File: src/rtl/multi_event_counter_if.sv
// Signal bundle between the multi_top output stream consumer and its environment.
// The environment drives the input level, clear and ready. The counter returns the windowed count.
interface multi_event_counter_if #(
  parameter int CW = 8
);
  logic          o_in;
  logic          clr;
  logic          ready;
  logic [CW-1:0] count;
  logic          sat;
  logic          valid;
  logic          drop;

  modport master (
    output o_in, clr, ready,
    input  count, sat, valid, drop
  );

  modport slave (
    input  o_in, clr, ready,
    output count, sat, valid, drop
  );
endinterface

File: src/rtl/multi_event_counter.sv
// Counts rising edges of o_in over fixed windows of WINDOW cycles.
// Each window's saturating count goes out through a single-entry valid/ready buffer.
//
//   state    | meaning
//   ---------+-------------------------------------------------------------
//   ST_EMPTY | no result buffered; valid low
//   ST_FULL  | result in count/sat awaiting transfer; valid high
module multi_event_counter #(
  parameter int WINDOW = 16,
  parameter int CW     = 8
) (
  input logic                   clk,
  input logic                   rst_n,
  multi_event_counter_if.slave  evt
);

  localparam int             WCW      = (WINDOW > 2) ? $clog2(WINDOW) : 1;
  localparam logic [WCW-1:0] WIN_LAST = WCW'(WINDOW - 1);
  localparam logic [CW-1:0]  ACC_MAX  = '1;

  typedef enum logic [0:0] {ST_EMPTY, ST_FULL} state_e;

  state_e         state_q, state_d;
  logic           o_d_q;
  logic [WCW-1:0] win_cnt_q, win_cnt_d;
  logic [CW-1:0]  acc_q, acc_d;
  logic           sat_acc_q, sat_acc_d;
  logic [CW-1:0]  count_q, count_d;
  logic           sat_q, sat_d;
  logic           drop_q, drop_d;

  logic           rise;
  logic           close;
  logic           overflow;
  logic [CW-1:0]  result;
  logic           result_sat;

  // A rise on the close cycle still belongs to the closing window.
  always_comb begin
    rise       = evt.o_in & ~o_d_q;
    close      = (win_cnt_q == WIN_LAST);
    overflow   = rise & (acc_q == ACC_MAX);
    result     = overflow ? ACC_MAX : acc_q + CW'(rise);
    result_sat = sat_acc_q | overflow;
  end

  always_comb begin
    win_cnt_d = win_cnt_q + WCW'(1);
    acc_d     = acc_q;
    sat_acc_d = sat_acc_q;
    if (close) begin
      win_cnt_d = '0;
      acc_d     = '0;
      sat_acc_d = 1'b0;
    end else if (rise) begin
      if (acc_q == ACC_MAX) sat_acc_d = 1'b1;
      else                  acc_d     = acc_q + CW'(1);
    end
    if (evt.clr) begin
      win_cnt_d = '0;
      acc_d     = '0;
      sat_acc_d = 1'b0;
    end
  end

  always_comb begin
    state_d = state_q;
    count_d = count_q;
    sat_d   = sat_q;
    drop_d  = 1'b0;
    unique case (state_q)
      ST_EMPTY: begin
        if (close) begin
          count_d = result;
          sat_d   = result_sat;
          state_d = ST_FULL;
        end
      end
      ST_FULL: begin
        if (close) begin
          if (evt.ready) begin
            count_d = result;
            sat_d   = result_sat;
          end else begin
            drop_d  = 1'b1;
          end
        end else if (evt.ready) begin
          state_d = ST_EMPTY;
        end
      end
      default: state_d = ST_EMPTY;
    endcase
    // Clear wins over any load or drop, including a coincident close.
    if (evt.clr) begin
      state_d = ST_EMPTY;
      count_d = '0;
      sat_d   = 1'b0;
      drop_d  = 1'b0;
    end
  end

  always_ff @(posedge clk or negedge rst_n) begin
    if (!rst_n) begin
      state_q   <= ST_EMPTY;
      o_d_q     <= 1'b0;
      win_cnt_q <= '0;
      acc_q     <= '0;
      sat_acc_q <= 1'b0;
      count_q   <= '0;
      sat_q     <= 1'b0;
      drop_q    <= 1'b0;
    end else begin
      state_q   <= state_d;
      o_d_q     <= evt.o_in;
      win_cnt_q <= win_cnt_d;
      acc_q     <= acc_d;
      sat_acc_q <= sat_acc_d;
      count_q   <= count_d;
      sat_q     <= sat_d;
      drop_q    <= drop_d;
    end
  end

  assign evt.count = count_q;
  assign evt.sat   = sat_q;
  assign evt.valid = (state_q == ST_FULL);
  assign evt.drop  = drop_q;

endmodule

File: src/flat_wrapper.sv
// flat-port wrapper written by rule: the top's interface ports become plain ports
module multi_event_counter_flat 
#(
  parameter int WINDOW = 16,
  parameter int CW     = 8
)
  (clk, rst_n, evt_o_in, evt_clr, evt_ready, evt_count, evt_sat, evt_valid, evt_drop);
  multi_event_counter_if #(.CW(CW)) evt_i ();
  input logic clk;
  input logic rst_n;
  input wire logic [$bits(evt_i.o_in)-1:0] evt_o_in;
  input wire logic [$bits(evt_i.clr)-1:0] evt_clr;
  input wire logic [$bits(evt_i.ready)-1:0] evt_ready;
  output wire logic [$bits(evt_i.count)-1:0] evt_count;
  output wire logic [$bits(evt_i.sat)-1:0] evt_sat;
  output wire logic [$bits(evt_i.valid)-1:0] evt_valid;
  output wire logic [$bits(evt_i.drop)-1:0] evt_drop;
  assign evt_i.o_in = evt_o_in;
  assign evt_i.clr = evt_clr;
  assign evt_i.ready = evt_ready;
  assign evt_count = evt_i.count;
  assign evt_sat = evt_i.sat;
  assign evt_valid = evt_i.valid;
  assign evt_drop = evt_i.drop;
  multi_event_counter #(.WINDOW(WINDOW), .CW(CW)) u_core (.clk(clk), .rst_n(rst_n), .evt(evt_i));
endmodule
File: config.mk
export PLATFORM = sky130hd
export DESIGN_NAME = multi_event_counter_flat
export DESIGN_NICKNAME = d
export VERILOG_FILES = /design/src/rtl/multi_event_counter_if.sv /design/src/rtl/multi_event_counter.sv /design/src/flat_wrapper.sv
export SDC_FILE = /design/constraint.sdc
export NUM_CORES = 1
export LEC_CHECK = 0
export CAP_MARGIN = 5
export CORE_ASPECT_RATIO = 1.5
export CORE_MARGIN = 2
export CORE_UTILIZATION = 58
export CTS_CLUSTER_DIAMETER = 60
export DETAILED_ROUTE_END_ITERATION = 10
export PLACE_DENSITY = 0.81
export SYNTH_ARGS = -nofsm -noshare
export SYNTH_HDL_FRONTEND = slang
export SYNTH_SLANG_ARGS = --single-unit
export TNS_END_PERCENT = 100
File: constraint.sdc
create_clock -name clk -period 5.1 [get_ports clk]
set_input_delay 1.53 -clock clk [delete_from_list [all_inputs] [get_ports clk]]
set_output_delay 1.53 -clock clk [all_outputs]
set_load 0.01 [all_outputs]
== After elaboration in Yosys (flattened, before gate mapping) ==
Index checks and enable logic that the tools add are counted.
Cells by class
  add/subtract/negate cells: 3
  equal/unequal tests: 6
  multiplexer cells: 29
  bitwise gates (word level): 5
  reductions and logical operators: 5
Operators by type and width (number)
  8-bit 2-to-1 mux: 9
  8-bit one-hot mux with 2 select lines: 1
  1-bit 2-to-1 mux: 15
  8-bit by 1-bit adder with 8-bit output: 1
  8-bit by 1-bit adder with 8-bit output (second input constant): 1
  8-bit equality test (second input constant): 1
  4-bit 2-to-1 mux: 2
  3-bit by 2-bit inequality test with 1-bit output (second input constant): 2
  3-bit inequality test (second input constant): 2
  3-bit nonzero test: 2
  4-bit by 1-bit adder with 4-bit output (second input constant): 1
  4-bit equality test (second input constant): 1
  1-bit one-hot mux with 2 select lines: 2
  2-bit AND reduction: 2
  3-bit AND reduction: 1
  1-bit AND: 2
  1-bit NOT: 2
  1-bit bitwise OR: 1
Word-level totals
  bits in registers: 25
  input port bits: 5
  output and inout port bits: 11
  word-level logic and storage cells: 56

== Depth between registers and ports, before layout ==
Gate-level depths: netlist (run 1).
  word-level depth: 8
  mapped depth: 7
  depth with buffers taken out: 7

== Worst setup path before layout (run 1) ==
No wires, ideal clock.
  kind: input to register
  start point: input evt_o_in
  end point: register u_core.count_q[6] (netlist: u_core.evt.count[6])
  setup time: 0.126 ns
  arrival time: 2.671 ns
  data required time: 4.974 ns
  slack: 2.303 ns
  stages: 7
  buffers on the path: 0
  path through: and2b_1 ha_1 ha_1 nand2_1 nor2_1 xor2_1 a221o_1
On the way
  word-level cells in the longest chain between the ends: 7
  elaborated cells on any way between the ends: 9
  those cells by class: add/sub: 1; mux: 6; bitwise: 2
RTL lines
  start, declared: line flat_wrapper.sv:11  | input wire logic [$bits(evt_i.o_in)-1:0] evt_o_in;
  1-bit AND *: line multi_event_counter.sv:40  | rise = evt.o_in & ~o_d_q;
  8-bit by 1-bit adder with 8-bit output / 1-bit AND (equally long branches): line multi_event_counter.sv:43, multi_event_counter.sv:42
  8-bit 2-to-1 mux *: line multi_event_counter.sv:43  | result = overflow ? ACC_MAX : acc_q + CW'(rise);
  8-bit 2-to-1 mux: line multi_event_counter.sv:81  | if (evt.ready) begin
  8-bit 2-to-1 mux: line multi_event_counter.sv:80  | if (close) begin
  8-bit one-hot mux with 2 select lines *: line multi_event_counter.sv:71  | unique case (state_q)
  8-bit 2-to-1 mux *: line multi_event_counter.sv:94  | if (evt.clr) begin
  end signal, assigned: line multi_event_counter.sv:118  | count_q <= count_d;
  end, declared: line multi_event_counter.sv:28  | logic [CW-1:0] count_q, count_d;
Mark *: on every way between the ends. The rest lies on a longest branch, timed or not. The select of a mux whose other input is x is not followed.
A chain may end at the register's enable or synchronous reset.

== Worst setup path in the final report (run 1) ==
Same ends and word-level chain as after synthesis.

==> flow_summary_export.csv, run 1 <==
group,metric,value,unit
drt,routedWlPerCell,13.2,um
setup_path,cp-end-kind,"flip-flop",
pwr,cellPowerDensity,219,nW/um^2
timing,rsz0062_at_grt,"no",
timing,worst-slew-pin-transition,1.06,ns
timing,hold_viol,0,
timing,tns,0,ns
timing,hold_slack,0.471,ns
placed_design,port_buffers,15,
finish,fin_nets,145,
logic_synthesis,synth_top_cell_area_share,0.492,
drt,drt_wl_total,2.07,mm
run,max-cap-violations,0,
logic_synthesis,synth.top_cells.by_area,"dfrtp_1, xor2_1, ha_1",
die,core_area,2050,sq um
drt,first_pass_iters,4,
placed_design,gp_congestion,0.882,
timing,period_needed,3.03,ns
die,rows,20,
pwr,finalPower,0.314,mW
finish,design_area,1430,sq um
logic_synthesis,synth_commonest_cells,"dfrtp_1, nand2_1, nor2_1",
grt,grt_pass1_wl,3.64,mm
clock_tree,clk_pin_slew,0.14,ns
clock_tree,htreeDepth,1,
logic_synthesis,synth-async-reset-ratio,1.00,
logic_synthesis,netlist_area,1270,sq um
clock_tree,cts_inserted_buffers,3,
grt,grt_pass1_vias,845,
hold_path,hold_start,"u_core.win_cnt_q[0]",
timing,fin_worst_skew,0.00665,ns
run_status,status,"complete, no violations",
die,dieArea,2590,sq um
die,die_height,61.4,um
die,die_w,42.2,um
logic_synthesis,ys_ff_latch,25,
placed_design,dp_cells,152,
finish,area_growth_syn_to_layout,12.7,%
drt,vias,896,
grt,track_usage,0.178,
clock_tree,cts_tree,"built",
finish,utilization,0.699,
setup_path,r2r-start,"u_core.win_cnt_q[0]",
setup_path,worstSetupPathType,"in2reg",
logic_synthesis,syn_avg_cell_area,10.5,sq um
logic_synthesis,synth_top_cell_by_area,"dfrtp_1",
clock_tree,cts_hold_buf,0,
placed_design,post-place-ws,1.71,ns
timing,setup_viol,0,
clock_tree,clkSinkCount,25,
logic_synthesis,synth.yosys.seq_area_share,0.492,
grt,antenna_found_initial,0,
hold_path,hold_class,"reg2reg",
logic_synthesis,synth_edf_count,0,
grt,grt_max_degree,26,
timing,fmax,330,MHz
timing,slew_violations,0,
finish,drive_gt1_frac,0.0746,
setup_path,crit_path_start,"evt_o_in",
clock_tree,cts_setup_buffers,0,
die,pin_count,16,
clock_tree,cts_resized,0,
pwr,power_leakage,0.670,nW
logic_synthesis,synth_most_common_cell,"dfrtp_1",
drt,drtAntennaViolNets,0,
finish,diodes,0,
setup_path,crit_fanout,6,
logic_synthesis,ys_warn_count,0,
timing,min_period_over_period,0.594,
logic_synthesis,ys_types,35,
die,initial_core_util,0.620,
finish,stdcell_count,156,
setup_path,worstPathRequired,5.31,ns
pwr,ir_drop,0.206,mV
clock_tree,clk_path_buf_depth,2,
drt,routed_via_density,5.74,
logic_synthesis,synth_flop_cell,"dfrtp_1",
placed_design,dp_hpwl,1.54,mm
drt,drcViolationCount,0,
setup_path,cp.arrival,3.24,ns
logic_synthesis,synth_cells,121,
setup_path,worstSetupStartpointType,"primary input",
grt,gr-total-overflow,0,
timing,layout_setup_ws,2.07,ns
finish,n_fill_cell,169,
clock_tree,worst_skew_pair.late_latency,0.31,ns
drt,dr.first_iter.drc_count,19,
clock_tree,cts_root_buffer,"clkbuf_4",
placed_design,postPlaceCellArea,1400,sq um
logic_synthesis,syn_nets,131,
timing,relSlewSlack,0.290,
==> registers in the layout, indices dropped and copies added, names as in the netlist <==
name              cells
u_core.acc_q          8
u_core.evt.count      8
u_core.evt.drop       1
u_core.evt.sat        1
u_core.evt.valid      1
u_core.o_d_q          1
u_core.sat_acc_q      1
u_core.win_cnt_q      4
==> final timing paths <==
| path | endpoint | slack, ns | cells after the start |
|---|---|---|---|
| min | u_core.win_cnt_q[0] | 0.47 | 1 |
| max in group asynchronous | u_core.win_cnt_q[3] | 2.69 | 1 |
| min reg2reg | u_core.win_cnt_q[0] | 0.47 | 1 |
| max reg2reg | u_core.acc_q[3] | 3.25 | 5 |
| min in group asynchronous | u_core.acc_q[7] | 1.77 | 1 |
| max | u_core.evt.count[6] | 2.07 | 8 |
==> power breakdown <==
group          total, mW  internal, mW  switching [mW]
registers          0.205         0.202         0.00339
logic             0.0197       0.00843          0.0113
clock network     0.0891        0.0298          0.0592
total              0.314         0.240          0.0739
==> cells in the final DEF (no fill, tap or decap), types with 2 or more instances in the layout <==
cell,n
nand2b_1,2
o21ai_0,6
xnor2_1,5
dfrtp_1,25
a221o_1,3
xor2_1,9
clkdlybuf4s50_1,15
clkbuf_4,3
o211ai_1,2
nor3_1,2
ha_1,5
nor2_1,15
nand2_1,15
nand3_1,7
==> metal layers <==
metal  share of wire  up-vias  wire (um)  track usage
li1                -      453          -            -
met1            0.46      429        944        0.221
met2            0.51       12       1060        0.334
met3           0.025        2         51       0.0264
met4          0.0029        0          6       0.0268
met5               0        -          0            0
==> kinds of logic (layout without fill, tap and decap cells) <==
family / Yosys count / after routing / synth area share
adder cells (fa/ha/maj): 5 / 5 / 0.0492
AO/OA/AOI/OAI: 17 / 17 / 0.104
AND/OR/NAND/NOR: 53 / 53 / 0.214
buffers and inverters: 6 / 19 / 0.0364
multiplexers: 1 / 1 / 0.00787
XOR/XNOR: 14 / 14 / 0.0964
flip-flops: 25 / 25 / 0.492
==> worst max-delay path: stages <==
cell	delay (ns)
clkdlybuf4s50_1	0.45
and2b_1	0.25
ha_1	0.22
ha_1	0.21
nand2_1	0.07
nor2_1	0.05
xor2_1	0.14
a221o_1	0.32
==> layout make-up <==
type	instances	area [sq um]	share of cell area
repair buffers	15	150	0.105
multi-input cells	90	601	0.419
well taps	22	27.5	0.0192
clock inverters	1	7.51	0.00524
flip-flops and latches	25	626	0.436
clock buffers	3	22.5	0.0157
(Power assumes the default switching activity.)
==> run 2, diff against run 1 <==
Settings changed: CORE_UTILIZATION 58 to 54, PLACE_DENSITY 0.81 to 0.76.
Clock period 5.1 ns to 2.96 ns, I/O delays scaled along.
==> flow_summary_export.csv, run 2 (synthesis gave the netlist of run 1 again) <==
group,metric,value,unit
hold_path,hold_class,"reg2reg",
setup_path,crit_path_frequent_cell,"ha_1",
finish,fin_nets,147,
run,max-cap-violations,0,
die,die_w,43.6,um
setup_path,cp-end-kind,"flip-flop",
pwr,switchingPower,0.130,mW
grt,gr-total-overflow,0,
pwr,seqPwrFrac,0.647,
drt,routedWlPerCell,13.3,um
clock_tree,clkSinkCount,25,
grt,track_usage,0.182,
clock_tree,cts_inserted_buffers,3,
die,die_height,63.5,um
pwr,intPower,0.415,mW
clock_tree,clk_path_buf_depth,2,
drt,routed_via_density,5.87,
clock_tree,cts_root_buffer,"clkbuf_4",
setup_path,worstSetupPathType,"in2reg",
hold_path,hold_start,"u_core.evt.count[0]",
grt,grt_pass1_wl,3.94,mm
timing,worst-slew-pin-transition,0.753,ns
finish,design_area,1450,sq um
grt,grt_max_degree,26,
finish,n_fill_cell,193,
clock_tree,cts_hold_buf,0,
placed_design,gp_congestion,0.858,
run_status,status,"complete, no violations",
setup_path,crit_fanout,6,
setup_path,crit_family,"buffers and inverters",
die,pin_count,16,
pwr,power_leakage,0.680,nW
finish,final_cell_mix,"dfrtp_1, nor2_1, nand2_1, clkdlybuf4s50_1, xor2_1",
finish,layout_commonest_cell,"dfrtp_1",
grt,antenna_found_initial,0,
pwr,ir_drop,0.288,mV
drt,drcViolationCount,0,
timing,rsz0062_at_grt,"no",
drt,drt_wl_total,2.12,mm
pwr,clkPwrFrac,0.287,
clock_tree,worst_skew_pair.late_latency,0.32,ns
clock_tree,cts_setup_buffers,0,
placed_design,postPlaceCellArea,1420,sq um
drt,vias,934,
pwr,combPwrFrac,0.065,
drt,dr.first_iter.drc_count,24,
timing,period_needed,2.37,ns
die,rows,21,
setup_path,cp.arrival,2.59,ns
clock_tree,cts_tree,"built",
die,core_area,2230,sq um
clock_tree,htreeDepth,1,
timing,tns,0,ns
placed_design,port_buffers,15,
setup_path,cp.buffers_inverters,1,
setup_path,worstSetupStartpointType,"primary input",
die,dieArea,2770,sq um
finish,diodes,0,
setup_path,crit_path_start,"evt_o_in",
timing,min_period_over_period,0.800,
finish,stdcell_count,159,
timing,hold_viol,0,
finish,area_growth_syn_to_layout,14.0,%
drt,first_pass_iters,4,
placed_design,dp_hpwl,1.62,mm
drt,drtAntennaViolNets,0,
setup_path,crit_path_top_delay_cell,"clkdlybuf4s50_1",
pwr,switching_share,0.239,
setup_path,worstPathRequired,3.18,ns
timing,layout_setup_ws,0.593,ns
timing,fin_worst_skew,0.00671,ns
timing,setup_viol,0,
clock_tree,cts_resized,0,
timing,relSlewSlack,0.491,
timing,slew_violations,0,
placed_design,post-place-ws,0.232,ns
pwr,cellPowerDensity,376,nW/um^2
timing,fmax,422,MHz
setup_path,worstPathCellList,"clkdlybuf4s50_1, and2b_1, ha_1, ha_1, nand2_1, nor2_1, xor2_1, a221o_1",
clock_tree,clk_pin_slew,0.14,ns
finish,drive_gt1_frac,0.0882,
placed_design,dp_cells,155,
setup_path,worst_path_largest_cell_delay,0.45,ns
die,initial_core_util,0.570,
grt,grt_pass1_vias,930,
setup_path,r2r-start,"u_core.acc_q[0]",
pwr,finalPower,0.545,mW
run 2: cell types whose count changed in the layout (fill, tap and decap cells not counted), sizes merged:
cell,change
buf,+2
run 2: final cells by class:
class / instances / area (sq um) / share of cell area
clock inverter: 1 / 7.51 / 0.00518
sequential: 25 / 626 / 0.431
tap: 23 / 28.8 / 0.0198
timing repair buffer: 17 / 165 / 0.114
multi-input combinational: 90 / 601 / 0.414
clock buffer: 3 / 22.5 / 0.0155
run 2: per-stage QoR:
step	utilization	hold WS, ns
after floorplan	-	0.433
after global placement	0.636	0.450
after global routing	0.649	0.523
final	0.649	0.482
after CTS	0.649	0.489
after detailed placement	0.636	0.458
run 2: worst min-delay path: cells and delay by family, from the launching register on:
family | cells | cell delay [ns]
DFF | 1 | 0.37
and+or+nand+nor | 2 | 0.10
run 2: routing by layer:
metal  up-vias  part of all wire  routed length [um]  track usage
met4         0             0.019                  40       0.0795
met3         5             0.032                  68       0.0229
li1        450                 -                   -            -
met1       460              0.44                 940        0.227
met5         -                 0                   0            0
met2        19              0.50                1070        0.305
run 2: power groups by stage:
| stage | clock (mW) | sequential (mW) | combinational (mW) |
|---|---|---|---|
| after floorplan | 0 | 0.358 | 0.0195 |
| after global placement | 0 | 0.359 | 0.0357 |
| after detailed placement | 0 | 0.360 | 0.0367 |
| after CTS | 0.163 | 0.353 | 0.0371 |
| after global routing | 0.173 | 0.355 | 0.0424 |
| final | 0.157 | 0.353 | 0.0357 |
run 2: worst paths after layout:
| check | to | slack [ns] | cells past startpoint |
|---|---|---|---|
| min | u_core.evt.count[0] | 0.48 | 2 |
| min reg2reg | u_core.evt.count[0] | 0.48 | 2 |
| min in group asynchronous | u_core.evt.count[0] | 0.90 | 2 |
| max in group asynchronous | u_core.o_d_q | 1.82 | 2 |
| max reg2reg | u_core.acc_q[3] | 1.19 | 5 |
| max | u_core.evt.count[6] | 0.59 | 8 |
